$ cat src/rtl/cmd_pkg.sv
// cmd_pkg: opcodes, fetch state encoding and default widths shared by the command pipeline
package cmd_pkg;
  localparam int DEF_BUS_WIDTH = 32;
  localparam logic [2:0] NUL = 3'b000;
  localparam logic [2:0] JMP = 3'b001;
  localparam logic [2:0] SJF = 3'b010;
  localparam logic [2:0] SJB = 3'b100;
  typedef enum logic [2:0] {S_IDLE, S_REQ, S_DROP, S_HOLD, S_ERR} fetch_state_t;
endpackage

$ cat src/rtl/cmd_fetch_timer.sv
// cmd_fetch_timer: clear/enable counter flagging the TIMEOUT-th enabled cycle
module cmd_fetch_timer #(
  parameter int TIMEOUT = 255,
  parameter int TO_WIDTH = 8
) (
  input  logic clk,
  input  logic reset,
  input  logic clear,
  input  logic en,
  output logic expired
);
  logic [TO_WIDTH-1:0] cnt;
  assign expired = en && cnt == TO_WIDTH'(TIMEOUT - 1);
  always_ff @(posedge clk)
    if (reset || clear) cnt <= '0;
    else if (en) cnt <= cnt + 1'b1;
endmodule

$ cat src/rtl/cmd_fetch.sv
// cmd_fetch: fetches one instruction per pointer-ready episode over a req/ack bus
module cmd_fetch import cmd_pkg::*; #(
  parameter int BUS_WIDTH = DEF_BUS_WIDTH,
  parameter int TIMEOUT = 255,
  parameter int TO_WIDTH = 8
) (
  input  logic                 clk,
  input  logic                 reset,
  input  logic [BUS_WIDTH-1:0] addr_point,
  input  logic                 point_ready,
  input  logic                 flush,
  output logic [BUS_WIDTH-1:0] mem_addr,
  output logic                 mem_req,
  input  logic                 mem_ack,
  input  logic [BUS_WIDTH-1:0] mem_data,
  output logic [BUS_WIDTH-1:0] instr,
  output logic [BUS_WIDTH-1:0] instr_addr,
  output logic                 instr_valid,
  input  logic                 instr_accept,
  output logic                 timeout_err
);
  fetch_state_t state, next;
  logic armed, launch, busy, expired;
  assign busy = state == S_REQ || state == S_DROP;
  assign launch = state == S_IDLE && point_ready && armed && !flush;
  cmd_fetch_timer #(.TIMEOUT(TIMEOUT), .TO_WIDTH(TO_WIDTH)) u_timer (
    .clk(clk), .reset(reset), .clear(launch), .en(busy && !mem_ack), .expired(expired)
  );
  // an ack in the final allowed cycle beats the timeout
  always_comb begin
    next = state;
    case (state)
      S_IDLE: next = launch ? S_REQ : S_IDLE;
      S_REQ:  next = mem_ack ? (flush ? S_IDLE : S_HOLD) : expired ? S_ERR : flush ? S_DROP : S_REQ;
      S_DROP: next = mem_ack ? S_IDLE : expired ? S_ERR : S_DROP;
      S_HOLD: next = (instr_accept || flush) ? S_IDLE : S_HOLD;
      S_ERR:  next = S_ERR;
      default: next = S_IDLE;
    endcase
  end
  // outputs are registered from the next state so they change exactly with it
  always_ff @(posedge clk)
    if (reset) begin
      state       <= S_IDLE;
      armed       <= 1'b1;
      mem_addr    <= '0;
      mem_req     <= 1'b0;
      instr       <= '0;
      instr_addr  <= '0;
      instr_valid <= 1'b0;
      timeout_err <= 1'b0;
    end else begin
      state       <= next;
      armed       <= launch ? 1'b0 : (armed || flush || !point_ready);
      mem_req     <= next == S_REQ || next == S_DROP;
      instr_valid <= next == S_HOLD;
      timeout_err <= next == S_ERR;
      if (launch) mem_addr <= addr_point;
      if (state == S_REQ && mem_ack && !flush) begin
        instr      <= mem_data;
        instr_addr <= mem_addr;
      end
    end
endmodule

$ cat config.mk
export PLATFORM = sky130hd
export DESIGN_NAME = cmd_fetch
export DESIGN_NICKNAME = d
export VERILOG_FILES = /design/src/rtl/cmd_pkg.sv /design/src/rtl/cmd_fetch_timer.sv /design/src/rtl/cmd_fetch.sv
export SDC_FILE = /design/constraint.sdc
export NUM_CORES = 1
export LEC_CHECK = 0
export CORE_MARGIN = 2
export CORE_UTILIZATION = 42
export CTS_BUF_LIST = sky130_fd_sc_hd__clkbuf_16
export DETAILED_ROUTE_END_ITERATION = 7
export GPL_TIMING_DRIVEN = 0
export PLACE_DENSITY = 0.79
export REMOVE_ABC_BUFFERS = 1
export SYNTH_ARGS = -nofsm -noshare
export SYNTH_HDL_FRONTEND = slang
export SYNTH_SLANG_ARGS = --single-unit
$ cat constraint.sdc
create_clock -name clk -period 1.8 [get_ports clk]
set_input_delay 0.54 -clock clk [delete_from_list [all_inputs] [get_ports clk]]
set_output_delay 0.54 -clock clk [all_outputs]
set_load 0.01 [all_outputs]
# ---- After elaboration in Yosys (flattened, before gate mapping)
# Cells that the tools add are included.
# W data, S select, Z words.
dict set report classes {
  n_addsub 1
  n_eq_ne 9
  n_mux 10
  reduce_logical 17
}
# operator count
set ops {}
lappend ops {{$pmux W3 S5} 1}
lappend ops {{$eq A3 B2 Y1 const B} 4}
lappend ops {{$mux W3} 4}
lappend ops {{$add A8 B1 Y8 const B} 1}
lappend ops {{$eq A8 B8 Y1 const B} 1}
lappend ops {{$logic_and A1 B1 Y1} 7}
lappend ops {{$eq A3 B1 Y1 const B} 2}
lappend ops {{$eq A3 B3 Y1 const B} 2}
lappend ops {{$logic_or A1 B1 Y1} 6}
lappend ops {{$mux W2} 3}
lappend ops {{$logic_not A1 Y1} 3}
lappend ops {{$logic_not A3 Y1} 1}
lappend ops {{$mux W1} 2}
dict set report totals {
  register_bits 111
  word_cells 46
}

# ---- Logic depth before layout (Yosys ltp)
dict set report logic_depth {
  ltp_word 9
  depth_mapped 7
  mapped_depth_nobuf 6
}

# ---- Hierarchy
# A second synthesis with hierarchy kept.
dict set report unflattened {
  hier_cells 501
  hier_area_um2 4087.7
}
# module n_inst cells_per_inst area_each_um2
set modules_own_cells {}
lappend modules_own_cells {cmd_fetch 1 459 3718.6}
lappend modules_own_cells {cmd_fetch_timer 1 42 369.1}

# ---- Least setup slack after synthesis
# OpenSTA, ideal clock, no wires.
dict set report synth_path {
  path_kind {input-to-reg}
  startpoint {input flush}
  endpoint {register u_timer.cnt[1]}
  setup_time_ns 0.130
  arrival_ns 1.380
  required_ns 1.670
  setup_slack_ns 0.291
  path_stages 5
  cell_sequence {nor4bb_1 > nand2_1 > nand2b_1 > clkbuf_1 > a211oi_1}
}
dict set report synth_between {
  elab_chain_cells 3
}
# element line
set synth_lines {}
lappend synth_lines {{start, declared} cmd_fetch.sv:11} ;# input logic flush,
lappend synth_lines {{$logic_not A1 Y1} cmd_fetch.sv:25} ;# assign launch = state == S_IDLE && point_ready && armed && !flush;
lappend synth_lines {{$logic_and A1 B1 Y1} cmd_fetch.sv:25}
lappend synth_lines {{$logic_or A1 B1 Y1} cmd_fetch_timer.sv:15} ;# if (reset || clear) cnt <= '0;
lappend synth_lines {{end signal, assigned} cmd_fetch_timer.sv:16} ;# else if (en) cnt <= cnt + 1'b1;
lappend synth_lines {{end, declared} cmd_fetch_timer.sv:12} ;# logic [TO_WIDTH-1:0] cnt;
# No other way between the ends.
# A chain may end at the register's enable or synchronous reset.

# ---- Worst setup path after layout
dict set report layout_path {
  startpoint {register mem_addr[13]}
  endpoint {output mem_addr[13]}
}
# element line
set layout_rtl {}
lappend layout_rtl {{start, declared} cmd_fetch.sv:12} ;# output logic [BUS_WIDTH-1:0] mem_addr,
lappend layout_rtl {{start signal, assigned} cmd_fetch.sv:58} ;# if (launch) mem_addr <= addr_point;
# No word-level cell between the ends.

==> results.json <==
{
  "status": "finished clean",
  "cts_sinks": 111,
  "syn_area_um2": 4050,
  "gp_congestion": 0.831,
  "register_area_um2": 2220,
  "path_buf_inv": 1,
  "cp.depth": 1,
  "port_buffers": 168,
  "cts_buffers": 9,
  "postRouteAntennaNets": 0,
  "max_freq_mhz": 564,
  "slew-limit-headroom_pct": 63.3,
  "worstPathRequired_ps": 1260,
  "fin_crit_sh_pct": 98.5,
  "crit_chain": "clkdlybuf4s50_1",
  "drt-initial-drc-count": 128,
  "place_inst": 769,
  "hp-class": "reg2reg",
  "synthCells": 502,
  "dpl_cell_area_um2": 5800,
  "area_growth_pct": 55.9,
  "layout.nets": 732,
  "pwr_density_cell_nw_per_um2": 786,
  "hold_viol": 0,
  "viasPerCell": 4.92,
  "vias": 3907,
  "cts_buffer_depth": 2,
  "rows": 35,
  "final_layout_size_suffix_gt1_share_pct": 6.17,
  "synth_warnings": 0,
  "setup_viol": 0,
  "dieArea_um2": 10400,
  "cap_violations": 0,
  "r2r_cells": 4,
  "grt_pass1_wl_um": 17600,
  "power_mw": 4.96,
  "cts.htree.levels": 3,
  "clk_pin_slew_worst_paths_ps": 80,
  "fillers": 796,
  "hold_slack_ps": 453,
  "coreArea_um2": 9280,
  "max_stage_delay_ps": 550,
  "cp_top_family": "buffers and inverters",
  "cp_slowest_cell": "clkdlybuf4s50_1",
  "die_w_um": 102,
  "critPathLaunchType": "register",
  "initial_core_util_pct": 43.6,
  "peakVddDrop_v": 0.000464,
  "fin_cells": 794,
  "routedWlPerCell_um": 14.6,
  "grtUsageTotal_pct": 21.6,
  "synth.avg_cell_area_um2": 8.06,
  "synth-seq-cells": 111,
  "io_pins": 169,
  "worstSetupEndpointType": "output port",
  "multiInputGateArea_um2": 1700,
  "clk_latency_ps": 340,
  "crit_arrival_ps": 1230,
  "fin_worst_skew_ps": 7.64,
  "finalCriticalPeriod_ps": 1770,
  "cts-root-buf": "clkbuf_16",
  "crit_path_max_fanout": 3,
  "rsz0062_at_grt": "no",
  "dr.pass1.iters": 4,
  "routed_wl_um": 11600,
  "worstHoldPathCells": 2,
  "drv_slew": 0,
  "seq_area_frac_synth_pct": 54.9,
  "drc": 0,
  "grt-ovfl-total": 0,
  "tightest_slew_ps": 547,
  "first_global_vias": 3655,
  "cts_tree": "done",
  "total_leakage_power_nw": 3.05,
  "dp_hpwl_um": 7490,
  "grt_start_max_net_pins": 64,
  "finalInstanceArea_um2": 6310,
  "diodes": 0,
  "ys_types": 30,
  "antenna_found_initial": 0,
  "path_class": "reg2out",
  "die_y_um": 102
}
-- metal layers --
| layer | track usage, % | vias to the layer above | wire length (um) |
|---|---|---|---|
| met5 | 0 | - | 0 |
| li1 | - | 1943 | - |
| met2 | 36.9 | 138 | 5770 |
| met1 | 26.2 | 1815 | 4740 |
| met4 | 7.28 | 0 | 159 |
| met3 | 6.22 | 11 | 947 |
-- state kept, by name, summed over array words and instances (netlist names) --
name         flops
instr           32
instr_addr      32
mem_addr        32
u_timer.cnt      8
state            3
armed            1
instr_valid      1
mem_req          1
timeout_err      1
-- cell type report --
type / instances / area share (%)
clock buffer: 9 / 3.57
inverter: 3 / 0.178
multi-input combinational: 356 / 26.9
sequential: 111 / 35.2
tap: 129 / 2.56
timing repair buffer: 179 / 30.7
clock inverter: 7 / 0.912
-- per-stage QoR --
stage	utilization [%]	TNS, ps	worst slack (ps)
2_1_floorplan	-	-36470	-558
5_1_grt	68.0	0	1.29
6_report	68.0	0	26.4
3_5_place_dp	62.5	-84850	-1330
3_3_place_gp	61.3	-235300	-2390
4_1_cts	66.5	0	0.182
-- logic make-up after synthesis --
| logic type | count (synthesis) | synth area share (%) |
|---|---|---|
| xor+xnor | 9 | 1.95 |
| compound gates | 107 | 13.4 |
| simple gates | 235 | 24.0 |
| buf+inv | 38 | 5.10 |
| flops | 111 | 54.9 |
| fa+ha+maj | 2 | 0.618 |
-- path summary, 6_finish.rpt --
| path | slack [ps] | endpoint | start |
|---|---|---|---|
| worst max-delay path | 30 | mem_addr[13] | mem_addr[13]$_SDFFE_PP0N_ |
| worst min register to register | 450 | instr[2]$_SDFFE_PP0P_ | instr[2]$_SDFFE_PP0P_ |
| worst min-delay path | 450 | instr[2]$_SDFFE_PP0P_ | instr[2]$_SDFFE_PP0P_ |
| worst max register to register | 130 | mem_req$_SDFF_PP0_ | state[1]$_SDFF_PP0_ |
-- power breakdown --
group	internal [mW]	total, mW	switching (mW)
sequential	2.51	2.55	0.0410
combinational	0.282	0.527	0.245
clock	0.957	1.88	0.923
total	3.75	4.96	1.21
-- what timing repair did --
action / 4_1_cts / 5_1_grt
hold buffers: 0 / 0
setup endpoints to repair: 120 / 55
endpoints found under the hold margin: 0 / 0
setup buffers: 6 / 0
gates cloned: 3 / 0
pin swaps: 3 / 0
gates resized for setup: 28 / 52
-- synth_stat cells (all sizes together) --
cell / instances / share of area, %
clkbuf: 22 / 2.0
a21oi: 101 / 12
nand3: 5 / 0.62
nor2: 13 / 1.2
nor4: 1 / 0.31
o21ai: 2 / 0.25
or2: 1 / 0.15
inv: 3 / 0.28
and3b: 1 / 0.22
and4: 2 / 0.43
xnor2: 6 / 1.3
buf: 13 / 2.8
xor2: 3 / 0.65
nand2: 199 / 18
and2: 1 / 0.15
nand3b: 2 / 0.37
nor4bb: 1 / 0.25
a211oi: 1 / 0.19
and3: 1 / 0.15
nor3b: 1 / 0.46
nand4: 2 / 0.31
nand2b: 2 / 0.31
o211ai: 1 / 0.19
nor3: 2 / 0.25
dfxtp: 111 / 55
nor4b: 1 / 0.37
a31oi: 2 / 0.31
ha: 2 / 0.62
-- layout by cell type (no fill, tap or decap), types with 3 or more instances in the layout --
| cell | instances |
|---|---|
| dlygate4sd2_1 | 14 |
| dfxtp_1 | 111 |
| nand2_1 | 198 |
| dlymetal6s2s_1 | 49 |
| a21oi_1 | 101 |
| clkdlybuf4s50_1 | 104 |
| clkinvlp_4 | 3 |
| clkbuf_16 | 9 |
| xnor2_1 | 6 |
| inv_1 | 4 |
| buf_4 | 7 |
| xor2_1 | 3 |
| nor2_1 | 11 |
| and2_4 | 3 |
| nand3_1 | 5 |
Note: power is estimated with default switching activity, not from simulation.
